<file path="src/rtl/shadow_pkg.sv">
// Shared constants and entry format for bank 00/01 -> E0/E1 video shadowing.
package shadow_pkg;

  localparam int unsigned SH_TEXT1  = 0;
  localparam int unsigned SH_HGR1   = 1;
  localparam int unsigned SH_HGR2   = 2;
  localparam int unsigned SH_SHR    = 3;
  localparam int unsigned SH_AUXHGR = 4;
  localparam int unsigned SH_TEXT2  = 5;

  localparam logic [15:0] TEXT1_LO = 16'h0400;
  localparam logic [15:0] TEXT1_HI = 16'h07FF;
  localparam logic [15:0] TEXT2_LO = 16'h0800;
  localparam logic [15:0] TEXT2_HI = 16'h0BFF;
  localparam logic [15:0] HGR1_LO  = 16'h2000;
  localparam logic [15:0] HGR1_HI  = 16'h3FFF;
  localparam logic [15:0] HGR2_LO  = 16'h4000;
  localparam logic [15:0] HGR2_HI  = 16'h5FFF;
  localparam logic [15:0] SHR_LO   = 16'h2000;
  localparam logic [15:0] SHR_HI   = 16'h9FFF;

  localparam int unsigned ENTRY_W = 25;

  typedef struct packed {
    logic        bank0;
    logic [15:0] addr;
    logic [7:0]  data;
  } entry_t;

  function automatic logic in_range(input logic [15:0] a, input logic [15:0] lo,
                                    input logic [15:0] hi);
    return (a >= lo) && (a <= hi);
  endfunction

endpackage

</file>
<file path="src/rtl/shadow_writer_if.sv">
// CPU bus in, slow-RAM write port and stall out; master is the CPU/memory side.
interface shadow_writer_if #(
  parameter int unsigned DEPTH = 4
);
  localparam int unsigned LW = $clog2(DEPTH) + 1;

  logic          fast_clk;
  logic [7:0]    bank;
  logic [15:0]   addr;
  logic [7:0]    dout;
  logic          we;
  logic [7:0]    shadow;
  logic [16:0]   sr_addr;
  logic [7:0]    sr_din;
  logic          sr_we;
  logic          cpu_wait;
  logic [LW-1:0] fifo_level;

  modport master (
    output fast_clk, bank, addr, dout, we, shadow,
    input  sr_addr, sr_din, sr_we, cpu_wait, fifo_level
  );

  modport slave (
    input  fast_clk, bank, addr, dout, we, shadow,
    output sr_addr, sr_din, sr_we, cpu_wait, fifo_level
  );
endinterface

</file>
<file path="src/rtl/shadow_writer_sync_fifo.sv">
// Single-clock FIFO; a push while full is accepted only when a pop happens the same cycle.
module sync_fifo #(
  parameter int unsigned DEPTH = 4,
  parameter int unsigned WIDTH = 25
) (
  input  logic             clk,
  input  logic             rst_n,
  input  logic             push,
  input  logic [WIDTH-1:0] wdata,
  input  logic             pop,
  output logic [WIDTH-1:0] rdata,
  output logic             full,
  output logic             empty,
  output logic [$clog2(DEPTH):0] level
);
  localparam int unsigned AW = $clog2(DEPTH);
  localparam int unsigned LW = AW + 1;

  logic [WIDTH-1:0] mem [DEPTH];
  logic [AW-1:0]    wr_ptr;
  logic [AW-1:0]    rd_ptr;
  logic [LW-1:0]    count;
  logic             do_push;
  logic             do_pop;

  assign full    = (count == LW'(DEPTH));
  assign empty   = (count == '0);
  assign do_pop  = pop & ~empty;
  assign do_push = push & (~full | do_pop);
  assign rdata   = mem[rd_ptr];
  assign level   = count;

  always_ff @(posedge clk) begin
    if (do_push) mem[wr_ptr] <= wdata;
  end

  always_ff @(posedge clk) begin
    if (!rst_n) begin
      wr_ptr <= '0;
      rd_ptr <= '0;
      count  <= '0;
    end else begin
      if (do_push) wr_ptr <= wr_ptr + AW'(1);
      if (do_pop)  rd_ptr <= rd_ptr + AW'(1);
      case ({do_push, do_pop})
        2'b10:   count <= count + LW'(1);
        2'b01:   count <= count - LW'(1);
        default: count <= count;
      endcase
    end
  end
endmodule

</file>
<file path="src/rtl/shadow_writer.sv">
// Captures CPU writes to shadowed video regions and replays them into slow RAM
// at the slot rate, stalling the CPU on overflow or on E0/E1 reads with writes pending.
module shadow_writer
  import shadow_pkg::*;
#(
  parameter int unsigned DEPTH    = 4,
  parameter int unsigned SLOW_DIV = 14
) (
  input logic             clk_sys,
  input logic             reset_n,
  shadow_writer_if.slave  bus
);
  localparam int unsigned LW = $clog2(DEPTH) + 1;
  localparam int unsigned DW = $clog2(SLOW_DIV);
  localparam logic [DW-1:0] DIV_LAST = DW'(SLOW_DIV - 1);

  logic [DW-1:0] div_q;
  logic          pend_q, pend_n;
  logic          skid_valid_q, skid_valid_n, skid_load;
  entry_t        skid_q;
  logic          hold_q, hold_n;
  logic          sr_we_q;
  logic [16:0]   sr_addr_q;
  logic [7:0]    sr_din_q;
  logic          cpu_wait_q, wait_n;

  logic          lo_bank, aux_bank, io_bank, aux_ok, region;
  logic          hit, direct, rd_req, tick, drain_req;
  entry_t        cpu_entry, fifo_wdata, head;
  logic          fifo_push, fifo_pop, fifo_full, fifo_empty;
  logic [LW-1:0] level;
  logic          unused_shadow;

  assign unused_shadow = ^bus.shadow[7:6];

  // Region decode: hires pages on bank 01 also need the aux-hires enable
  always_comb begin
    lo_bank  = (bus.bank == 8'h00);
    aux_bank = (bus.bank == 8'h01);
    io_bank  = (bus.bank == 8'hE0) | (bus.bank == 8'hE1);
    aux_ok   = lo_bank | ~bus.shadow[SH_AUXHGR];
    region   = (in_range(bus.addr, TEXT1_LO, TEXT1_HI) & ~bus.shadow[SH_TEXT1])
             | (in_range(bus.addr, TEXT2_LO, TEXT2_HI) & ~bus.shadow[SH_TEXT2])
             | (in_range(bus.addr, HGR1_LO, HGR1_HI) & ~bus.shadow[SH_HGR1] & aux_ok)
             | (in_range(bus.addr, HGR2_LO, HGR2_HI) & ~bus.shadow[SH_HGR2] & aux_ok)
             | (in_range(bus.addr, SHR_LO, SHR_HI) & ~bus.shadow[SH_SHR] & aux_bank);
    hit      = bus.fast_clk & bus.we & (lo_bank | aux_bank) & region;
    direct   = bus.fast_clk & io_bank;
    rd_req   = direct & ~bus.we;
    tick     = (div_q == DIV_LAST);
  end

  assign cpu_entry = '{bank0: bus.bank[0], addr: bus.addr, data: bus.dout};

  // Drain, skid and stall control
  always_comb begin
    fifo_push    = 1'b0;
    fifo_wdata   = cpu_entry;
    skid_valid_n = skid_valid_q;
    skid_load    = 1'b0;

    drain_req = tick | pend_q;
    fifo_pop  = drain_req & ~fifo_empty & ~direct;
    pend_n    = drain_req & ~fifo_empty & direct;

    if (skid_valid_q) begin
      if (!fifo_full) begin
        fifo_push    = 1'b1;
        fifo_wdata   = skid_q;
        skid_valid_n = 1'b0;
      end
    end else if (hit) begin
      if (!fifo_full || fifo_pop) begin
        fifo_push = 1'b1;
      end else begin
        skid_valid_n = 1'b1;
        skid_load    = 1'b1;
      end
    end

    hold_n = (hold_q | rd_req) & (~fifo_empty | skid_valid_q);
    wait_n = skid_valid_n | hold_n;
  end

  sync_fifo #(
    .DEPTH (DEPTH),
    .WIDTH (ENTRY_W)
  ) u_fifo (
    .clk   (clk_sys),
    .rst_n (reset_n),
    .push  (fifo_push),
    .wdata (fifo_wdata),
    .pop   (fifo_pop),
    .rdata (head),
    .full  (fifo_full),
    .empty (fifo_empty),
    .level (level)
  );

  always_ff @(posedge clk_sys) begin
    if (!reset_n) begin
      div_q        <= '0;
      pend_q       <= 1'b0;
      skid_valid_q <= 1'b0;
      skid_q       <= '0;
      hold_q       <= 1'b0;
      sr_we_q      <= 1'b0;
      sr_addr_q    <= '0;
      sr_din_q     <= '0;
      cpu_wait_q   <= 1'b0;
    end else begin
      div_q        <= tick ? '0 : div_q + DW'(1);
      pend_q       <= pend_n;
      skid_valid_q <= skid_valid_n;
      hold_q       <= hold_n;
      cpu_wait_q   <= wait_n;
      sr_we_q      <= fifo_pop;
      if (skid_load) skid_q <= cpu_entry;
      if (fifo_pop) begin
        sr_addr_q <= {head.bank0, head.addr};
        sr_din_q  <= head.data;
      end
    end
  end

  assign bus.sr_we      = sr_we_q;
  assign bus.sr_addr    = sr_addr_q;
  assign bus.sr_din     = sr_din_q;
  assign bus.cpu_wait   = cpu_wait_q;
  assign bus.fifo_level = level;
endmodule

</file>
<file path="src/flat_wrapper.sv">
// flat-port wrapper written by rule: the top's interface ports become plain ports
module shadow_writer_flat import shadow_pkg::*;
#(
  parameter int unsigned DEPTH    = 4,
  parameter int unsigned SLOW_DIV = 14
)
  (clk_sys, reset_n, bus_fast_clk, bus_bank, bus_addr, bus_dout, bus_we, bus_shadow, bus_sr_addr, bus_sr_din, bus_sr_we, bus_cpu_wait, bus_fifo_level);
  shadow_writer_if #(.DEPTH(DEPTH)) bus_i ();
  input logic clk_sys;
  input logic reset_n;
  input wire logic [$bits(bus_i.fast_clk)-1:0] bus_fast_clk;
  input wire logic [$bits(bus_i.bank)-1:0] bus_bank;
  input wire logic [$bits(bus_i.addr)-1:0] bus_addr;
  input wire logic [$bits(bus_i.dout)-1:0] bus_dout;
  input wire logic [$bits(bus_i.we)-1:0] bus_we;
  input wire logic [$bits(bus_i.shadow)-1:0] bus_shadow;
  output wire logic [$bits(bus_i.sr_addr)-1:0] bus_sr_addr;
  output wire logic [$bits(bus_i.sr_din)-1:0] bus_sr_din;
  output wire logic [$bits(bus_i.sr_we)-1:0] bus_sr_we;
  output wire logic [$bits(bus_i.cpu_wait)-1:0] bus_cpu_wait;
  output wire logic [$bits(bus_i.fifo_level)-1:0] bus_fifo_level;
  assign bus_i.fast_clk = bus_fast_clk;
  assign bus_i.bank = bus_bank;
  assign bus_i.addr = bus_addr;
  assign bus_i.dout = bus_dout;
  assign bus_i.we = bus_we;
  assign bus_i.shadow = bus_shadow;
  assign bus_sr_addr = bus_i.sr_addr;
  assign bus_sr_din = bus_i.sr_din;
  assign bus_sr_we = bus_i.sr_we;
  assign bus_cpu_wait = bus_i.cpu_wait;
  assign bus_fifo_level = bus_i.fifo_level;
  shadow_writer #(.DEPTH(DEPTH), .SLOW_DIV(SLOW_DIV)) u_core (.clk_sys(clk_sys), .reset_n(reset_n), .bus(bus_i));
endmodule
</file>
<file path="config.mk">
export PLATFORM = sky130hd
export DESIGN_NAME = shadow_writer_flat
export DESIGN_NICKNAME = d
export VERILOG_FILES = /design/src/rtl/shadow_pkg.sv /design/src/rtl/shadow_writer_if.sv /design/src/rtl/shadow_writer_sync_fifo.sv /design/src/rtl/shadow_writer.sv /design/src/flat_wrapper.sv
export SDC_FILE = /design/constraint.sdc
export NUM_CORES = 1
export LEC_CHECK = 0
export ABC_AREA = 1
export BUFFER_PORTS_ARGS = -buffer_cell sky130_fd_sc_hd__buf_2
export CAP_MARGIN = 20
export CORE_ASPECT_RATIO = 2
export CORE_UTILIZATION = 40
export DETAILED_ROUTE_END_ITERATION = 12
export PLACE_DENSITY = 0.66
export SLEW_MARGIN = 10
export SYNTH_ARGS = -nofsm -noshare
export SYNTH_HDL_FRONTEND = slang
export SYNTH_HIERARCHICAL = 1
export SYNTH_SLANG_ARGS = --single-unit
</file>
<file path="constraint.sdc">
create_clock -name clk_sys -period 3.7 [get_ports clk_sys]
set_input_delay 0.185 -clock clk_sys [delete_from_list [all_inputs] [get_ports clk_sys]]
set_output_delay 0.185 -clock clk_sys [all_outputs]
set_load 0.02 [all_outputs]
</file>
* Word level (Yosys, flattened, before mapping)
Memories as Yosys holds them, arrays and structs flattened. A register that Yosys moved wholly into a read port is not among the register bits.
Cells that the tools add are included.
** Storage, ports and cells
- Register bits :: 41
- RAM bits :: 100
- Bits of input ports :: 44
- Logic and storage cells :: 102
- Memories :: 1
** Memory list
- u_core.u_fifo.mem :: words 4, bits a word 25, rd ports 1, clocked after Yosys merged registers in 1, wr ports 1, line shadow_writer_sync_fifo.sv:19 : logic [WIDTH-1:0] mem [DEPTH];
** Cells by class
- Add/subtract/negate cells :: 5
- $lt $le $gt $ge :: 9
- Equality and inequality tests :: 7
- Mux-type cells :: 14
- Bitwise gates (word level) :: 42
- Reductions and logical operators :: 12
** Operators with widths (count)
- 25-bit 2-to-1 mux :: 2
- 1-bit AND :: 19
- 8-bit equality test, second input constant :: 2
- 16-bit by 11-bit greater-or-equal comparator with 1-bit output, second input constant :: 1
- 16-bit by 12-bit greater-or-equal comparator with 1-bit output, second input constant :: 1
- 16-bit by 14-bit greater-or-equal comparator with 1-bit output, second input constant :: 1
- 16-bit by 15-bit greater-or-equal comparator with 1-bit output, second input constant :: 1
- 16-bit by 11-bit less-or-equal comparator with 1-bit output, second input constant :: 1
- 16-bit by 12-bit less-or-equal comparator with 1-bit output, second input constant :: 1
- 16-bit by 14-bit less-or-equal comparator with 1-bit output, second input constant :: 1
- 16-bit by 15-bit less-or-equal comparator with 1-bit output, second input constant :: 1
- 16-bit less-or-equal comparator, second input constant :: 1
- 1-bit OR :: 12
- 1-bit 2-to-1 mux :: 11
- 1-bit inverter :: 11
- 8-bit by 1-bit equality test with 1-bit output, second input constant :: 1
- 8-bit logical NOT :: 1
- 3-bit case mux with 2 select lines :: 1
- 1-bit logical AND :: 5
- 2-bit by 1-bit adder with 2-bit output, second input constant :: 2
- 4-bit by 1-bit adder with 4-bit output, second input constant :: 1
- 4-bit equality test, second input constant :: 1
- 3-bit by 1-bit adder with 3-bit output, second input constant :: 1
- 3-bit equality test, second input constant :: 1
- other kinds (8) :: 9

* Longest topological paths before layout
- Word-level depth :: 13
- Mapped depth :: 17

* Hierarchy
Netlist, hierarchy kept.
** Modules (own cells, without submodules)
- sync_fifo :: instances 1, cells an instance 306, area an instance 4156.5 sq um, sequential area each 3183.1 sq um
- shadow_writer :: instances 1, cells an instance 370, area an instance 2811.4 sq um, sequential area each 1181.1 sq um

* Worst setup path after synthesis
No wires, ideal clock.
- Path kind :: register to register
- Start point :: reg u_core.u_fifo.count[2] (netlist: u_core/u_fifo/level[2])
- End point :: mem u_core.u_fifo.mem[0][0] (enable)
- Arrival time :: 2.868 ns
- Required time :: 3.293 ns
- Slack :: 0.426 ns
- Cell stages (with the launch flop) :: 12
- Path buffers :: 1
- Period minus slack after synthesis :: 3.274 ns
- Cells stage by stage :: dfxtp_1 inv_1 nand2_2 inv_1 a21oi_1 nand2_2 buf_6 nand2_1 nand2_1 o21ai_0 o21ai_4 nor2_1
** Between the ends
- Longest elaborated chain between the ends :: 11
** RTL lines
- from (decl) :: line shadow_writer_sync_fifo.sv:22 : logic [LW-1:0] count;
- from (signal assigned) :: line shadow_writer_sync_fifo.sv:46 : 2'b10: count <= count + LW'(1);
- from (signal assigned) :: line shadow_writer_sync_fifo.sv:47 : 2'b01: count <= count - LW'(1);
- from (signal assigned) :: line shadow_writer_sync_fifo.sv:48 : default: count <= count;
- 3-bit logical NOT :: line shadow_writer_sync_fifo.sv:27 : assign empty = (count == '0);
- named net u_core.fifo_empty :: line shadow_writer.sv:30 : logic fifo_push, fifo_pop, fifo_full, fifo_empty;
- 1-bit inverter :: line shadow_writer.sv:63 : fifo_pop = drain_req & ~fifo_empty & ~direct;
- 1-bit AND (2 in a row) :: line shadow_writer.sv:63
- 1-bit logical OR :: line shadow_writer.sv:73 : if (!fifo_full || fifo_pop) begin
- 1-bit 2-to-1 mux :: line shadow_writer.sv:73
- 1-bit 2-to-1 mux :: line shadow_writer.sv:72 : end else if (hit) begin
- 1-bit 2-to-1 mux :: line shadow_writer.sv:66 : if (skid_valid_q) begin
- named net u_core.fifo_push :: line shadow_writer.sv:30
- 1-bit AND :: line shadow_writer_sync_fifo.sv:29 : assign do_push = push & (~full | do_pop);
- 1-bit 2-to-1 mux :: line shadow_writer_sync_fifo.sv:34 : if (do_push) mem[wr_ptr] <= wdata;
- 1-bit 2-to-1 mux (implied by the code) :: line shadow_writer_sync_fifo.sv:34
- to (decl) :: line shadow_writer_sync_fifo.sv:19
The timed path passes the listed nets, and every way through them passes these cells.

* Final worst setup path
- Start point :: reg u_core.div_q[0]
- End point :: reg u_core.u_fifo.count[2] (netlist: u_core/u_fifo/level[2])
** Between the ends
- Longest elaborated chain between the ends :: 11
** RTL lines
- from (decl) :: line shadow_writer.sv:17 : logic [DW-1:0] div_q;
- from (signal assigned) :: line shadow_writer.sv:112 : div_q <= tick ? '0 : div_q + DW'(1);
- 4-bit equality test * :: line shadow_writer.sv:50 : tick = (div_q == DIV_LAST);
- 1-bit OR * :: line shadow_writer.sv:62 : drain_req = tick | pend_q;
- 1-bit AND * (2 in a row) :: line shadow_writer.sv:63
- 1-bit logical OR :: line shadow_writer.sv:73
- 1-bit 2-to-1 mux :: line shadow_writer.sv:73
- 1-bit 2-to-1 mux :: line shadow_writer.sv:72
- 1-bit 2-to-1 mux :: line shadow_writer.sv:66
- 1-bit AND :: line shadow_writer_sync_fifo.sv:29
- 2-bit by 1-bit equality test with 1-bit output / 2-bit equality test (equally long branches) :: line shadow_writer_sync_fifo.sv:45 : case ({do_push, do_pop})
- 3-bit case mux with 2 select lines / 2-bit nonzero test (equally long branches)
Every way passes the cells marked *; elsewhere a longest branch is shown, timed or not.
A chain may end at the register's enable or synchronous reset.

==> summary.txt <==
Worst setup path
  • Crit path max-delay cell type: fa_1
  • Critical Path End Type: flip-flop
  • Setup CP Type: flip-flop to flip-flop
  • Arr. time, crit path: 3.04 ns
  • Worst path buffer plus inverter count: 4
  • CP cell instances: ha_1 -> nand3_1 -> a21oi_1 -> nand2_2 -> buf_4 -> clkinv_1 -> buf_4 -> nand3_1 -> fa_1 -> inv_1 -> nand4_1 -> a21oi_1 -> nor2_1
  • Family with the most delay on the worst path: buffers and inverters
  • Crit path largest cell delay: 0.42 ns
  • CP max FO: 27
  • Critical Path RT: 4.02 ns
  • CP Launch Type: flip-flop

Placed design
  • Global placer's final weighted congestion: 0.7458
  • DP HPWL: 9045 um
  • DP Area: 7477 um^2
  • PortBufs: 71
  • Pre-CTS setup slack: 0.9554 ns

STA
  • Rel. slew slack: 46.88%
  • Fmax: 367.5 MHz
  • Clock Skew: 0.01023 ns
  • Period utilization: 73.54%
  • Final Hold Viols: 0
  • Final hold slack: 0.01436 ns
  • Final setup vio count: 0
  • RSZ-0062 raised after global routing: no
  • Final Slew Violations: 0
  • Worst-Margin Slew: 0.7959 ns
  • Setup tns final: 0 ns
  • Minimum clock period: 2.721 ns
  • Final WS setup: 0.9792 ns

Global routing
  • Grt ovf: 0
  • Tot GR Track Use: 16.96%
  • Global-route wire length before repair: 23070 um
  • Initial antenna violation count: 0
  • Largest net degree at the start of global routing: 62
  • Number of global-route vias before repair: 4597

Synth
  • Post-synth top cells: nor2_1 (156), edfxtp_1 (100), o21ai_0 (79)
  • Post-Syn Nets: 727
  • Synthesized area: 6968 um^2
  • Synth Flop Type: edfxtp_1
  • Ranking of synthesized cells by area: edfxtp_1 (43%), dfxtp_1 (20%), nor2_1 (8.4%), o21ai_0 (5.7%), mux2_2 (2.9%)
  • FFs w/ async S/R, synth: 0%
  • Synthesized area per cell: 10.31 um^2
  • Count leader, synth: nor2_1
  • Yosys warns: 6
  • Netlist cell types: 29
  • Cells after synthesis: 676
  • #FFs+latches synth: 168
  • Top cell type's share of synthesized area: 43.10%
  • Yosys top cell by area: edfxtp_1
  • Post-synth EDFFs: 100
  • Sequential element share of the synthesized area: 62.63%

Clocking
  • CTS hold repair buffers: 9
  • Number of H-tree levels: 4
  • Clock sink count: 168
  • CTS resizes: 0
  • Clock transition at path regs: 0.06 ns
  • Num CTS Buffers: 17
  • Clock tree from TritonCTS: yes
  • Max clock buf depth: 2
  • # Post-CTS Setup Buffers: 0
  • Clock Latency Late Sink: 0.43 ns
  • Clock root cell: clkbuf_16

Layout
  • Post-layout util: 48.68%
  • Share of cells above drive strength 1: 20.89%
  • Final #Nets: 799
  • ANT cells: 0
  • Area Overhead vs Synth: 18.30%
  • Fin area: 8243 um^2

Routing
  • First-pass DRT Iterations: 4
  • Drt drc: 0
  • WL/cell: 14.79 um
  • Final WL: 14320 um
  • Vias/cell: 5.096
  • Via count: 4933
  • Iteration-0 DRC Markers: 249
  • ANT nets after route: 0

Power and ir drop
  • Int Power: 3.185 mW
  • PwrDens: 485.2 nW/um^2
  • Part of the power in registers: 49.6%
  • Leakage: 3.196 nW
  • Sw Pwr: 0.8146 mW
  • Net Sw Frac: 20.36%
  • Comb pwr share: 2.5%
  • Clk pwr share: 47.9%
  • Maximum vdd drop: 0.3464 mV

Floorplanning
  • Total core area: 16930 um^2
  • Row count: 67
  • # IOs: 74
  • Die width: 95.33 um
  • Starting density of the core: 41.15%
  • Chip height: 188.7 um
  • Die area: 17980 um^2

Job
  • Max-cap check violation count: 0

Hold path
  • Worst Hold Class: input port to flip-flop

Status
  • Outcome: completed
[flip-flops by register name, summed over array words and instances, names as in the netlist, named ones only]
register and cells:
u_core/div_q 4, u_core/u_fifo/mem 100, u_core/skid_valid_q 1, u_core/u_fifo/wr_ptr 2, u_core/u_fifo/level 3, u_core/skid_q 25, u_core/bus.cpu_wait 1, u_core/hold_q 1
u_core/bus.sr_addr 17, u_core/bus.sr_din 8, u_core/u_fifo/rd_ptr 2, u_core/bus.sr_we 1, u_core/pend_q 1
[power groups by stage]
stage / sequential [mW] / combinational, mW / clock (mW)
finish: 1.98 / 0.101 / 1.92
global route: 1.98 / 0.114 / 2.03
CTS: 1.98 / 0.0993 / 1.95
detailed placement: 2.02 / 0.0913 / 0
global placement: 2.02 / 0.0889 / 0
floorplan: 2.02 / 0.0456 / 0
[path summary, 6_finish.rpt]
kind	cells after the start	end	start	slack, ns
worst max register to register	13	u_core/u_fifo/level[2]	u_core/div_q[0]	0.98
worst max-delay path	13	u_core/u_fifo/level[2]	u_core/div_q[0]	0.98
worst min-delay path	3	u_core/skid_q[20]	bus_addr[12]	0.01
worst min register to register	2	flip-flop	u_core/u_fifo/rd_ptr[1]	0.47
[worst min-delay path, stage by stage]
cell and delay, ns:
buf_2 0.09, nor3_1 0.04, nor2_1 0.08
[cells by family after synthesis]
kind of cell / Yosys count / synth area share, %
AOI/OAI and AO/OA: 152 / 13.04
xor gates and xnor gates: 1 / 0.1257
adders and majority gates: 7 / 1.365
buffers and inverters: 77 / 4.974
DFF: 168 / 62.63
muxes: 18 / 2.909
and+or+nand+nor: 253 / 14.96
[metal layers]
layer	GRT usage (%)	wire (um)	up-vias
met5	0	0	-
li1	-	-	2462
met1	19.38	5757	2337
met3	3.471	606	23
met4	7.692	288	0
met2	29.56	7664	111
[metrics by stage]
step	instances	total power, mW
after floorplan	676	2.068
after global placement	926	2.112
after detailed placement	926	2.115
after CTS	967	4.035
after global routing	968	4.122
final	968	4.000
[area by class of cell]
cell class / instances / area (um^2)
Timing Repair Buffer: 93 / 563.0
Clock inverter: 12 / 168.9
Inverter: 37 / 138.9
Multi-Input combinational cell: 431 / 2270
Fill cell: 1587 / 8691
Sequential cell: 168 / 4364
Clock buffer: 20 / 479.2
Tap cell: 207 / 259.0
[cells in the final DEF, fill, tap and decap left out, drive strengths merged]
cell,instances
a21oi,16
buf,84
bufinv,3
clkbuf,20
clkinv,3
dfxtp,68
dlygate4sd3,9
edfxtp,100
fa,1
ha,6
inv,43
mux2,18
nand2,52
nand3,14
nand4,2
nor2,157
nor3,26
o21ai,84
o21bai,27
o22ai,25
or2,2
xnor2,1
Power figures use the tool's default switching activity.
